<file path="src/rtl/beam_trigger_scaler_lowampa.sv">
// Edge-detects and masks beamformer trigger bits, gates per-bit saturating scalers and merges edges
// into one held-off trigger pulse. Define BEAM_SCALER_DEADTIME_EN to build the HOLD dead-time counter.
module beam_trigger_scaler_lowampa #(
  parameter int NBEAMS       = 2,
  parameter int CNT_BITS     = 16,
  parameter int PERIOD_BITS  = 24,
  parameter int HOLDOFF_BITS = 8
) (
  input  logic                            clk_i,
  input  logic                            rst_i,
  input  logic [2*NBEAMS-1:0]             trigger_i,
  input  logic [2*NBEAMS-1:0]             mask_i,
  input  logic [PERIOD_BITS-1:0]          period_i,
  input  logic [HOLDOFF_BITS-1:0]         holdoff_i,
  output logic                            trig_o,
  output logic [2*NBEAMS-1:0]             trig_beams_o,
  output logic [2*NBEAMS*CNT_BITS-1:0]    scaler_o,
  output logic                            scaler_valid_o,
  output logic [PERIOD_BITS-1:0]          deadtime_o
);
  localparam int NTRIG = 2 * NBEAMS;

  typedef enum logic {IDLE = 1'b0, HOLD = 1'b1} state_t;

  function automatic logic [CNT_BITS-1:0] sat_inc_cnt(input logic [CNT_BITS-1:0] v, input logic inc);
    logic [CNT_BITS-1:0] r;
    if (inc && (v != {CNT_BITS{1'b1}})) r = v + CNT_BITS'(1);
    else                                r = v;
    return r;
  endfunction

  logic [NTRIG-1:0]          trigger_q;
  logic [NTRIG-1:0]          ev_s;
  logic [CNT_BITS-1:0]       cnt_q   [NTRIG];
  logic [CNT_BITS-1:0]       cnt_d   [NTRIG];
  logic [CNT_BITS-1:0]       cnt_inc_s [NTRIG];
  logic [NTRIG*CNT_BITS-1:0] scaler_q, scaler_d;
  logic                      scaler_valid_q;
  logic [PERIOD_BITS-1:0]    gcnt_q, gcnt_d;
  logic                      gate_end_s;
  state_t                    state_q;
  logic [HOLDOFF_BITS-1:0]   hcnt_q;
  logic                      trig_q;
  logic [NTRIG-1:0]          trig_beams_q;

  assign ev_s       = trigger_i & ~trigger_q & ~mask_i;
  assign gate_end_s = (gcnt_q >= period_i);

  // Scaler next state: the gate-end cycle's own edges land in the published count.
  always_comb begin
    scaler_d = scaler_q;
    if (gate_end_s) gcnt_d = '0;
    else            gcnt_d = gcnt_q + PERIOD_BITS'(1);
    for (int k = 0; k < NTRIG; k++) begin
      cnt_inc_s[k] = sat_inc_cnt(cnt_q[k], ev_s[k]);
      if (gate_end_s) begin
        scaler_d[k*CNT_BITS +: CNT_BITS] = cnt_inc_s[k];
        cnt_d[k] = '0;
      end else begin
        cnt_d[k] = cnt_inc_s[k];
      end
    end
  end

  // Edge-detect history, running counts, gate counter and published scalers.
  always_ff @(posedge clk_i) begin
    if (rst_i) begin
      trigger_q      <= '0;
      gcnt_q         <= '0;
      scaler_q       <= '0;
      scaler_valid_q <= 1'b0;
      for (int k = 0; k < NTRIG; k++) cnt_q[k] <= '0;
    end else begin
      trigger_q      <= trigger_i;
      gcnt_q         <= gcnt_d;
      scaler_q       <= scaler_d;
      scaler_valid_q <= gate_end_s;
      for (int k = 0; k < NTRIG; k++) cnt_q[k] <= cnt_d[k];
    end
  end

  // Trigger FSM; holdoff_i is captured only when a HOLD starts.
  always_ff @(posedge clk_i) begin
    if (rst_i) begin
      state_q      <= IDLE;
      hcnt_q       <= '0;
      trig_q       <= 1'b0;
      trig_beams_q <= '0;
    end else begin
      case (state_q)
        IDLE: begin
          if (|ev_s) begin
            trig_q       <= 1'b1;
            trig_beams_q <= ev_s;
            state_q      <= HOLD;
            hcnt_q       <= holdoff_i;
          end else begin
            trig_q <= 1'b0;
          end
        end
        HOLD: begin
          trig_q <= 1'b0;
          if (hcnt_q == '0) state_q <= IDLE;
          else              hcnt_q  <= hcnt_q - HOLDOFF_BITS'(1);
        end
        default: begin
          trig_q  <= 1'b0;
          state_q <= IDLE;
        end
      endcase
    end
  end

  assign trig_o         = trig_q;
  assign trig_beams_o   = trig_beams_q;
  assign scaler_o       = scaler_q;
  assign scaler_valid_o = scaler_valid_q;

`ifdef BEAM_SCALER_DEADTIME_EN
  function automatic logic [PERIOD_BITS-1:0] sat_inc_per(input logic [PERIOD_BITS-1:0] v, input logic inc);
    logic [PERIOD_BITS-1:0] r;
    if (inc && (v != {PERIOD_BITS{1'b1}})) r = v + PERIOD_BITS'(1);
    else                                   r = v;
    return r;
  endfunction

  logic [PERIOD_BITS-1:0] dcnt_q;
  logic [PERIOD_BITS-1:0] deadtime_q;

  // Dead-time accumulation; a HOLD cycle coinciding with gate end is included in the latched value.
  always_ff @(posedge clk_i) begin
    if (rst_i) begin
      dcnt_q     <= '0;
      deadtime_q <= '0;
    end else if (gate_end_s) begin
      deadtime_q <= sat_inc_per(dcnt_q, state_q == HOLD);
      dcnt_q     <= '0;
    end else begin
      dcnt_q     <= sat_inc_per(dcnt_q, state_q == HOLD);
    end
  end

  assign deadtime_o = deadtime_q;
`else
  assign deadtime_o = '0;
`endif

endmodule
</file>
<file path="config.mk">
export PLATFORM = sky130hd
export DESIGN_NAME = beam_trigger_scaler_lowampa
export DESIGN_NICKNAME = d
export VERILOG_FILES = /design/src/rtl/beam_trigger_scaler_lowampa.sv
export SDC_FILE = /design/constraint.sdc
export NUM_CORES = 1
export LEC_CHECK = 0
export ABC_AREA = 1
export CORE_MARGIN = 1
export CORE_UTILIZATION = 40
export CTS_CLUSTER_SIZE = 24
export DETAILED_ROUTE_END_ITERATION = 10
export GPL_TIMING_DRIVEN = 0
export HOLD_SLACK_MARGIN = 0.08
export PLACE_DENSITY_LB_ADDON = 0.1
export SYNTH_ARGS = -nofsm -noshare
export SYNTH_HDL_FRONTEND = slang
export SYNTH_SLANG_ARGS = --single-unit
</file>
<file path="constraint.sdc">
create_clock -name clk_i -period 1.8 [get_ports clk_i]
set_clock_uncertainty 0.15 [all_clocks]
set_input_delay 0.18 -clock clk_i [delete_from_list [all_inputs] [get_ports clk_i]]
set_output_delay 0.18 -clock clk_i [all_outputs]
set_load 0.03 [all_outputs]
</file>
### Word-level counts from Yosys, hierarchy flattened

Memory sizes are Yosys's and may differ from the RTL's.
Index checks and enable logic that the tools add are counted.

* add/subtract/negate cells: 6
* $lt $le $gt $ge: 1
* eq/ne operators: 6
* mux-type cells: 22
* bitwise gates (word level): 9
* reductions and logical operators: 9

Operator list (count)
* $mux 16: 12
* $add 16x1->16 const B: 4
* $ne 16x16->1 const B: 4
* $add 24x1->24 const B: 1
* $ge 24x24->1: 1
* $mux 8: 2
* $pmux 8 s2: 1
* $and 4x4->4: 2
* $logic_not 8->1: 1
* $not 4->4: 2
* $sub 8x1->8 const B: 1
* $mux 1: 5
* $logic_and 1x1->1: 4
* $ne 2x2->1 const B: 2
* $or 1x1->1: 4
* $pmux 1 s2: 2
* $reduce_and 2->1: 2
* $reduce_or 4->1: 1
* $reduce_or 2->1: 1
* $not 1->1: 1

* bits in registers: 107
* memory bits (writable): 64
* bits of input ports: 42
* output and inout port bits: 94
* word-level logic and storage cells: 62
* memories: 1

Memories
* cnt_q: depth 4, width 16, read ports 4, clocked after Yosys merged registers in 0, write ports 4, line 34 `logic [CNT_BITS-1:0] cnt_q [NTRIG];`

### Logic depth before layout (Yosys ltp)

Gate-level depths: netlist (run 1).

* word-level depth: 7
* mapped depth: 13
* depth with buffers taken out: 12

### Worst setup path after synthesis (run 1)

No wires, ideal clock.

* path kind: reg2reg
* start: register gcnt_q[0]
* end: memory cnt_q[0][0]
* library setup time: 0.064 ns
* data arrival time: 1.655 ns
* path slack: -0.069 ns
* stages on the path, launching flop included: 14
* buffers on the path: 2
* period minus slack after synthesis: 1.869 ns
* cells stage by stage: dfxtp_1 > inv_1 > ha_1 > nand2_1 > nor2_1 > nand2_1 > nand2_1 > nor2_1 > nand2_1 > nand2_1 > nand3_2 > buf_4 > buf_4 > nor2_1

RTL lines
* start: declaration: line 39 `logic [PERIOD_BITS-1:0] gcnt_q, gcnt_d;`
* start signal: assignment: line 75 `gcnt_q <= gcnt_d;`
* end: declaration: line 34

==> key figures, run 1 <==
Synth
  • Synth async-reset ratio: 0
  • Seq/Total Area, Yosys: 0.357
  • Synth Instances: 1459
  • Top FF cell, synth: dfxtp_1
  • Ys Warns: 0
  • FF+latch count, synth: 171
  • Syn avg cell area: 6.57 um^2
  • Cell Area, Synth: 9580 um^2
  • EDFF count, synth: 0
  • Post-synth cell types: 37

Final layout
  • Fraction of layout instances using a drive strength above 1: 0.148
  • Fin nets: 1710
  • Design area: 12800 um^2
  • Area grow syn2layout: 33.4%
  • Filler instances: 2288
  • Multi-input gate area: 5410 um^2
  • ANT cells: 0
  • Register area: 3470 um^2

Power
  • Total power: 8650 uW
  • Power per cell area: 677 nW/um^2
  • VDD IR max: 0.437 mV
  • Sequential share of power: 0.452
  • Int Pwr: 6350 uW
  • Clk network pwr share: 0.436
  • Net Sw Frac: 0.266
  • Gate power share: 0.112
  • Static Leakage: 0.00636 uW
  • Sw power: 2300 uW

Timing
  • Finish-stage setup viols: 153
  • Least-Margin Pin Slew: 0.775 ns
  • Min Hold Slack: 0.131 ns
  • Minimum clock period: 2.12 ns
  • Fmax: 472 MHz
  • Worst slew margin: 0.483
  • Final hold violation count: 0
  • Final Cycle Share: 1.18
  • Setup repair after global routing missed its margin: yes
  • TNS Setup: -39.84 ns
  • Max-slew violation count: 0
  • Final worst slack: -0.317 ns

Global route
  • Global-route wire length before repair: 42.5 mm
  • GRT overflow: 0
  • Largest net degree at the start of global routing: 17
  • Tot GR Track Use: 0.218
  • Initial antenna violation count: 0
  • Vias in the first global route: 8603

Worst setup path
  • CP Buf/Inv Count: 3
  • Worst setup EP type: flop
  • CP Max Fanout: 5
  • Worst path cell trace: ha_4 > nand2_4 > nor2_4 > nand4_1 > nor2_2 > nand2_4 > nand3_4 > buf_12 > buf_12 > buf_12 > nor2_1
  • Most used cell, CP: buf_12
  • WP data required: 1.98 ns
  • Cell family with most CP delay: simple AND/OR/NAND/NOR gates
  • Critical path arrival: 2.30 ns
  • CP Launch Type: flop
  • CP max stage cell: dfxtp_4
  • Crit path kind: flop to flop
  • CP peak stage delay: 0.36 ns

Floorplanning
  • Die height: 157 um
  • Starting Density: 0.408
  • Die area: 24600 um^2
  • I/O pin total: 136
  • # rows: 56
  • Die Span X: 157 um
  • Core Region: 23500 um^2

Placed design
  • Number of port buffers: 111
  • Placement Cell Area: 11200 um^2
  • GPL Wtd Cong: 0.897
  • DP Wirelength: 19.0 mm

Clock network
  • CTS buffer count: 17
  • Clock Latency Late Sink: 0.43 ns
  • Clock tree from TritonCTS: built
  • CTS H-tree depth: 4
  • Clock transition at path regs: 0.07 ns
  • Sink Count: 171
  • CTS hold repair buffers: 0
  • Clock root cell: clkbuf_16
  • Longest Clk Path Bufs: 2

Routing
  • Via count: 9294
  • Wire per inst: 13.1 um
  • Initial DRC Count: 452
  • Count of TritonRoute iterations in the first routing pass: 5
  • Final ANT Viol Nets: 0
  • Final WL: 25.8 mm
  • DR vias/cell: 4.72
  • DRC: 0

Run status
  • Run status: finished with violations
  • Violations in the final reports: negative setup slack

Flow run
  • Max cap viols: 0

Worst hold path
  • Hold WC Path Type: primary input to flop
## logic make-up (layout without fill, tap and decap cells)
group           count (synthesis)  after routing  share of synthesized area
buf+inv                       265            434                      0.122
other cells                     1             24                   0.000391
mux                             2              2                    0.00209
compound gates                 56             56                     0.0324
fa+ha+maj                      30             30                     0.0392
simple gates                  891            891                      0.408
flops                         171            171                      0.357
xor+xnor                       43             43                     0.0393
## area by class of cell
cell class | count | share of cell area
Multi-Input combinational cell | 1046 | 0.423
Buffer | 79 | 0.0557
Clock buffer | 18 | 0.0344
Sequential cell | 171 | 0.272
Inverter | 185 | 0.0545
Clock inverter | 14 | 0.0124
Tap cell | 319 | 0.0312
Timing Repair Buffer | 138 | 0.117
## final timing paths
check | start | to | slack [ns] | cells past startpoint
setup / recovery | gcnt_q[21] | cnt_q[0][11] | -0.32 | 11
hold / removal | trigger_i[0] | trigger_q[0] | 0.13 | 3
setup reg to reg | gcnt_q[21] | cnt_q[0][11] | -0.32 | 11
hold reg to reg | trig_beams_o[0] | trig_beams_o[0] | 0.31 | 2
## metrics by stage
stage / util / setup WS, ns / instances
6_report: 0.544 / -0.317 / 1970
3_3_place_gp: 0.479 / -0.998 / 1912
4_1_cts: 0.530 / -0.374 / 1961
5_1_grt: 0.544 / -0.464 / 1970
2_1_floorplan: - / -0.0244 / 1482
3_5_place_dp: 0.479 / -0.990 / 1912
## synthesized netlist by cell type, drive strengths merged (2+ instances only)
master  count  area (um^2)
nand2     453         1750
nor2      220          910
inv       183          687
dfxtp     171         3420
nand3     103          526
nand4      94          588
buf        66          415
o21ai      33          176
ha         30          375
xor2       29          254
a21oi      17         88.8
clkbuf     14         52.6
xnor2      14          123
nand3b      8         60.1
nor3        8         40.0
and2        3         18.8
a21boi      2         15.0
a21o        2         15.0
clkinv      2         10.0
mux2i       2         20.0
## per-layer routing
| layer | wire (um) | GRT usage | share of wire |
|---|---|---|---|
| met4 | 452 | 0.0663 | 0.018 |
| met1 | 12600 | 0.293 | 0.49 |
| met5 | 0 | 0 | 0 |
| met2 | 12000 | 0.358 | 0.46 |
| met3 | 826 | 0.0302 | 0.032 |
## sequential cells by signal, summed over array words and instances (netlist names)
| signal | flops |
|---|---|
| cnt_q | 64 |
| gcnt_q | 24 |
| hcnt_q | 8 |
| scaler_o | 64 |
| scaler_valid_o | 1 |
| state_q | 1 |
| trig_beams_o | 4 |
| trig_o | 1 |
| trigger_q | 4 |
## cell usage in the layout (no fill, tap or decap), types with 16 or more instances in the layout
cell	synthesis	final
a21oi_1	16	16
buf_4	28	46
clkbuf_16	0	18
clkdlybuf4s50_1	0	47
conb_1	1	24
dfxtp_1	171	147
dfxtp_2	0	17
dlygate4sd2_1	0	27
dlymetal6s2s_1	0	37
ha_1	30	16
inv_1	178	176
nand2_1	435	428
nand2_2	17	21
nand3_1	101	91
nand4_1	94	94
nor2_1	200	187
nor2_2	15	23
o21ai_0	32	30
xor2_1	29	29
## power groups by stage
stage / logic, uW / clock network [uW] / registers [uW]
2_1_floorplan: 582 / 0 / 4010
3_3_place_gp: 855 / 0 / 4000
3_5_place_dp: 862 / 0 / 4000
4_1_cts: 931 / 3850 / 3910
5_1_grt: 1070 / 4010 / 3920
6_report: 967 / 3770 / 3910
## what timing repair did
item	in CTS	in global routing
cloned	4	1
gates resized for setup	134	91
pin swaps	17	10
buffers inserted	14	9
setup endpoints to repair	188	198
## worst min-delay path: cells and delay by family
family                 cells  cell delay [ns]
buffers and inverters      2             0.47
AND/OR/NAND/NOR            1             0.03
(Power assumes the default switching activity.)
==> run 2, diff against run 1 <==
- MAX_ROUTING_LAYER: not set -> met4
==> run 2 against run 1 <==
The run still ends with negative setup slack left. Combinational power hardly changed. Design area barely moved. Critical path depth did not move. Clock-buffer cell count is the same. First-iteration DRC count is 2.0% higher. Sequential cell count stayed put. Cell count did not move. Power is 0.11% lower. Critical path type unchanged. Critical endpoint unchanged.
==> key figures, run 2 (synthesis results as in run 1) <==
Floorplanning
  • Core Region: 23500 um^2 (unchanged)
  • Starting Density: 0.408 (unchanged)
  • Die Span X: 157 um (unchanged)
  • Die area: 24600 um^2 (unchanged)
  • Die height: 157 um (unchanged)
  • # rows: 56 (unchanged)
  • I/O pin total: 136 (unchanged)

Final layout
  • Design area: 12800 um^2 (about the same)
  • Filler instances: 2287 (was 2288)
  • Register area: 3470 um^2 (unchanged)
  • Fraction of layout instances using a drive strength above 1: 0.148 (unchanged)
  • Fin nets: 1710 (unchanged)
  • Area grow syn2layout: 33.4% (about the same)
  • Multi-input gate area: 5410 um^2 (unchanged)
  • Most frequent cells in the layout: 428 x nand2_1, 187 x nor2_1, 176 x inv_1, 147 x dfxtp_1, 94 x nand4_1 (unchanged)
  • ANT cells: 0 (unchanged)
  • Post-layout util: 0.545 (was 0.544)
  • Most common cell after layout, fill and taps aside: nand2_1 (unchanged)

Timing
  • Minimum clock period: 2.12 ns (about the same)
  • Max-slew violation count: 0 (unchanged)
  • Final Cycle Share: 1.18 (about the same)
  • Min Hold Slack: 0.130 ns (was 0.131 ns)
  • Setup repair after global routing missed its margin: yes (unchanged)
  • Final hold violation count: 0 (unchanged)
  • Worst slew margin: 0.494 (was 0.483)
  • Least-Margin Pin Slew: 0.759 ns (was 0.775 ns)
  • Finish-stage setup viols: 153 (unchanged)
  • Final worst slack: -0.316 ns (was -0.317 ns)
  • Fmax: 473 MHz (was 472 MHz)

Run status
  • Run status: finished with violations (unchanged)
  • Violations in the final reports: negative setup slack (unchanged)

Placed design
  • Placement Cell Area: 11200 um^2 (unchanged)
  • Pre-CTS WS: -0.990 ns (unchanged)
  • DP Wirelength: 19.0 mm (unchanged)
  • Number of port buffers: 111 (unchanged)
  • GPL Wtd Cong: 0.912 (was 0.897)

Clock network
  • CTS buffer count: 17 (unchanged)
  • Clock root cell: clkbuf_16 (unchanged)
  • Clock tree from TritonCTS: built (unchanged)
  • Sink Count: 171 (unchanged)
  • Longest Clk Path Bufs: 2 (unchanged)
  • Clock transition at path regs: 0.07 ns (about the same)
  • CTS hold repair buffers: 0 (unchanged)
  • CTS H-tree depth: 4 (unchanged)
  • Clock Latency Late Sink: 0.43 ns (about the same)

Routing
  • Met2 WL: 12.0 mm (about the same)
  • DRC: 0 (unchanged)
  • Metal-1 WL: 12.5 mm (was 12.6 mm)
  • WL met3: 920 um (was 826 um)
  • Via count: 9280 (was 9294)
  • DR vias/cell: 4.71 (was 4.72)
  • Final WL: 25.8 mm (about the same)
  • Initial DRC Count: 461 (was 452)
  • Wire per inst: 13.1 um (about the same)
  • Top Layer Used: met4 (unchanged)
  • Final ANT Viol Nets: 0 (unchanged)
  • Count of TritonRoute iterations in the first routing pass: 5 (unchanged)

Worst setup path
  • Critical path arrival: 2.30 ns (about the same)
  • Critical path origin: gcnt_q[21] (unchanged)
  • Worst setup EP type: flop (unchanged)
  • Worst-case reg-to-reg path depth: 11 (unchanged)
  • WP data required: 1.98 ns (about the same)
  • R2r startpoint: gcnt_q[21] (unchanged)
  • CP peak stage delay: 0.36 ns (about the same)
  • CP Max Fanout: 5 (unchanged)
  • CP max stage cell: dfxtp_4 (unchanged)
  • CP Launch Type: flop (unchanged)
  • Crit path kind: flop to flop (unchanged)
  • Most used cell, CP: buf_12 (unchanged)
  • R2R Path End: cnt_q[0][11] (unchanged)
  • Worst path cell trace: ha_4 > nand2_4 > nor2_4 > nand4_1 > nor2_2 > nand2_4 > nand3_4 > buf_12 > buf_12 > buf_12 > nor2_1 (unchanged)
  • R2R setup slack: -0.32 ns (about the same)
  • Worst setup path end: cnt_q[0][11] (unchanged)

Power
  • VDD IR max: 0.436 mV (was 0.437 mV)
  • Clk network pwr share: 0.436 (about the same)
  • Sw power: 2290 uW (was 2300 uW)
  • Gate power share: 0.112 (about the same)
  • Net Sw Frac: 0.265 (was 0.266)
  • Static Leakage: 0.00638 uW (was 0.00636 uW)
  • Int Pwr: 6350 uW (about the same)
  • Power per cell area: 676 nW/um^2 (was 677 nW/um^2)
  • Sequential share of power: 0.452 (about the same)

Global route
  • Initial antenna violation count: 0 (unchanged)
  • Largest net degree at the start of global routing: 17 (unchanged)
  • Vias in the first global route: 8592 (was 8603)
  • GRT overflow: 0 (unchanged)
  • Global-route wire length before repair: 42.5 mm (about the same)
  • Tot GR Track Use: 0.224 (was 0.218)

Worst hold path
  • Hold WC Path Type: primary input to flop (unchanged)
  • Worst hold stages: 3 (unchanged)

Flow run
  • Max cap viols: 0 (unchanged)
-- run 2: changes by cell type in the layout (fill, tap and decap cells not counted), sizes merged --
cell,delta
clkdlybuf4s50,-1
dlymetal6s2s,+1
-- run 2: critical path, delay by kind of cell (launching register included) --
kind,cells,cell delay (ns)
adder cells (fa/ha/maj),1,0.28
buffers and inverters,3,0.35
AND/OR/NAND/NOR,7,0.87
flip-flops,1,0.36
-- run 2: worst min path at each step --
stage / end / start
2_1_floorplan: trigger_q[0] / trigger_i[0]
3_3_place_gp: trig_beams_o[3] / trig_beams_o[3]
3_5_place_dp: trig_beams_o[3] / trig_beams_o[3]
4_1_cts: trigger_q[0] / trigger_i[0]
5_1_grt: trigger_q[0] / trigger_i[0]
6_report: trigger_q[0] / trigger_i[0]
-- run 2: power groups by stage --
stage | Clock, uW | Sequential, uW | Combinational, uW
finish | 3770 | 3910 | 965
global route | 4010 | 3920 | 1070
CTS | 3850 | 3910 | 931
detailed placement | 0 | 4000 | 862
global placement | 0 | 4000 | 855
floorplan | 0 | 4010 | 582
-- run 2: layer usage --
metal / vias to the layer above / global-route usage
met1: 4160 / 0.293
met4: 0 / 0.0621
met2: 186 / 0.359
li1: 4910 / -
met5: - / -
met3: 24 / 0.0318
-- run 2: final cells by class --
type / count / share of cell area
inverter: 185 / 0.0545
sequential: 171 / 0.272
timing repair buffer: 138 / 0.117
buffer: 79 / 0.0557
clock inverter: 14 / 0.0124
multi-input combinational: 1046 / 0.423
clock buffer: 18 / 0.0344
tap: 319 / 0.0312
-- run 2: through the flow --
stage	setup TNS (ns)	cells	power, uW
after floorplan	-0.975	1482	4590
after global placement	-141.02	1912	4850
after detailed placement	-141.54	1912	4860
after CTS	-47.50	1961	8690
after global routing	-59.47	1970	9000
final	-40.03	1970	8640
-- run 2: what timing repair did --
item                       in CTS  in global routing
pin swaps                      17                 10
gates resized for setup       134                 92
buffers inserted               14                  9
gates cloned                    4                  1
setup endpoints to repair     188                199
hold endpoints to repair        0                  0
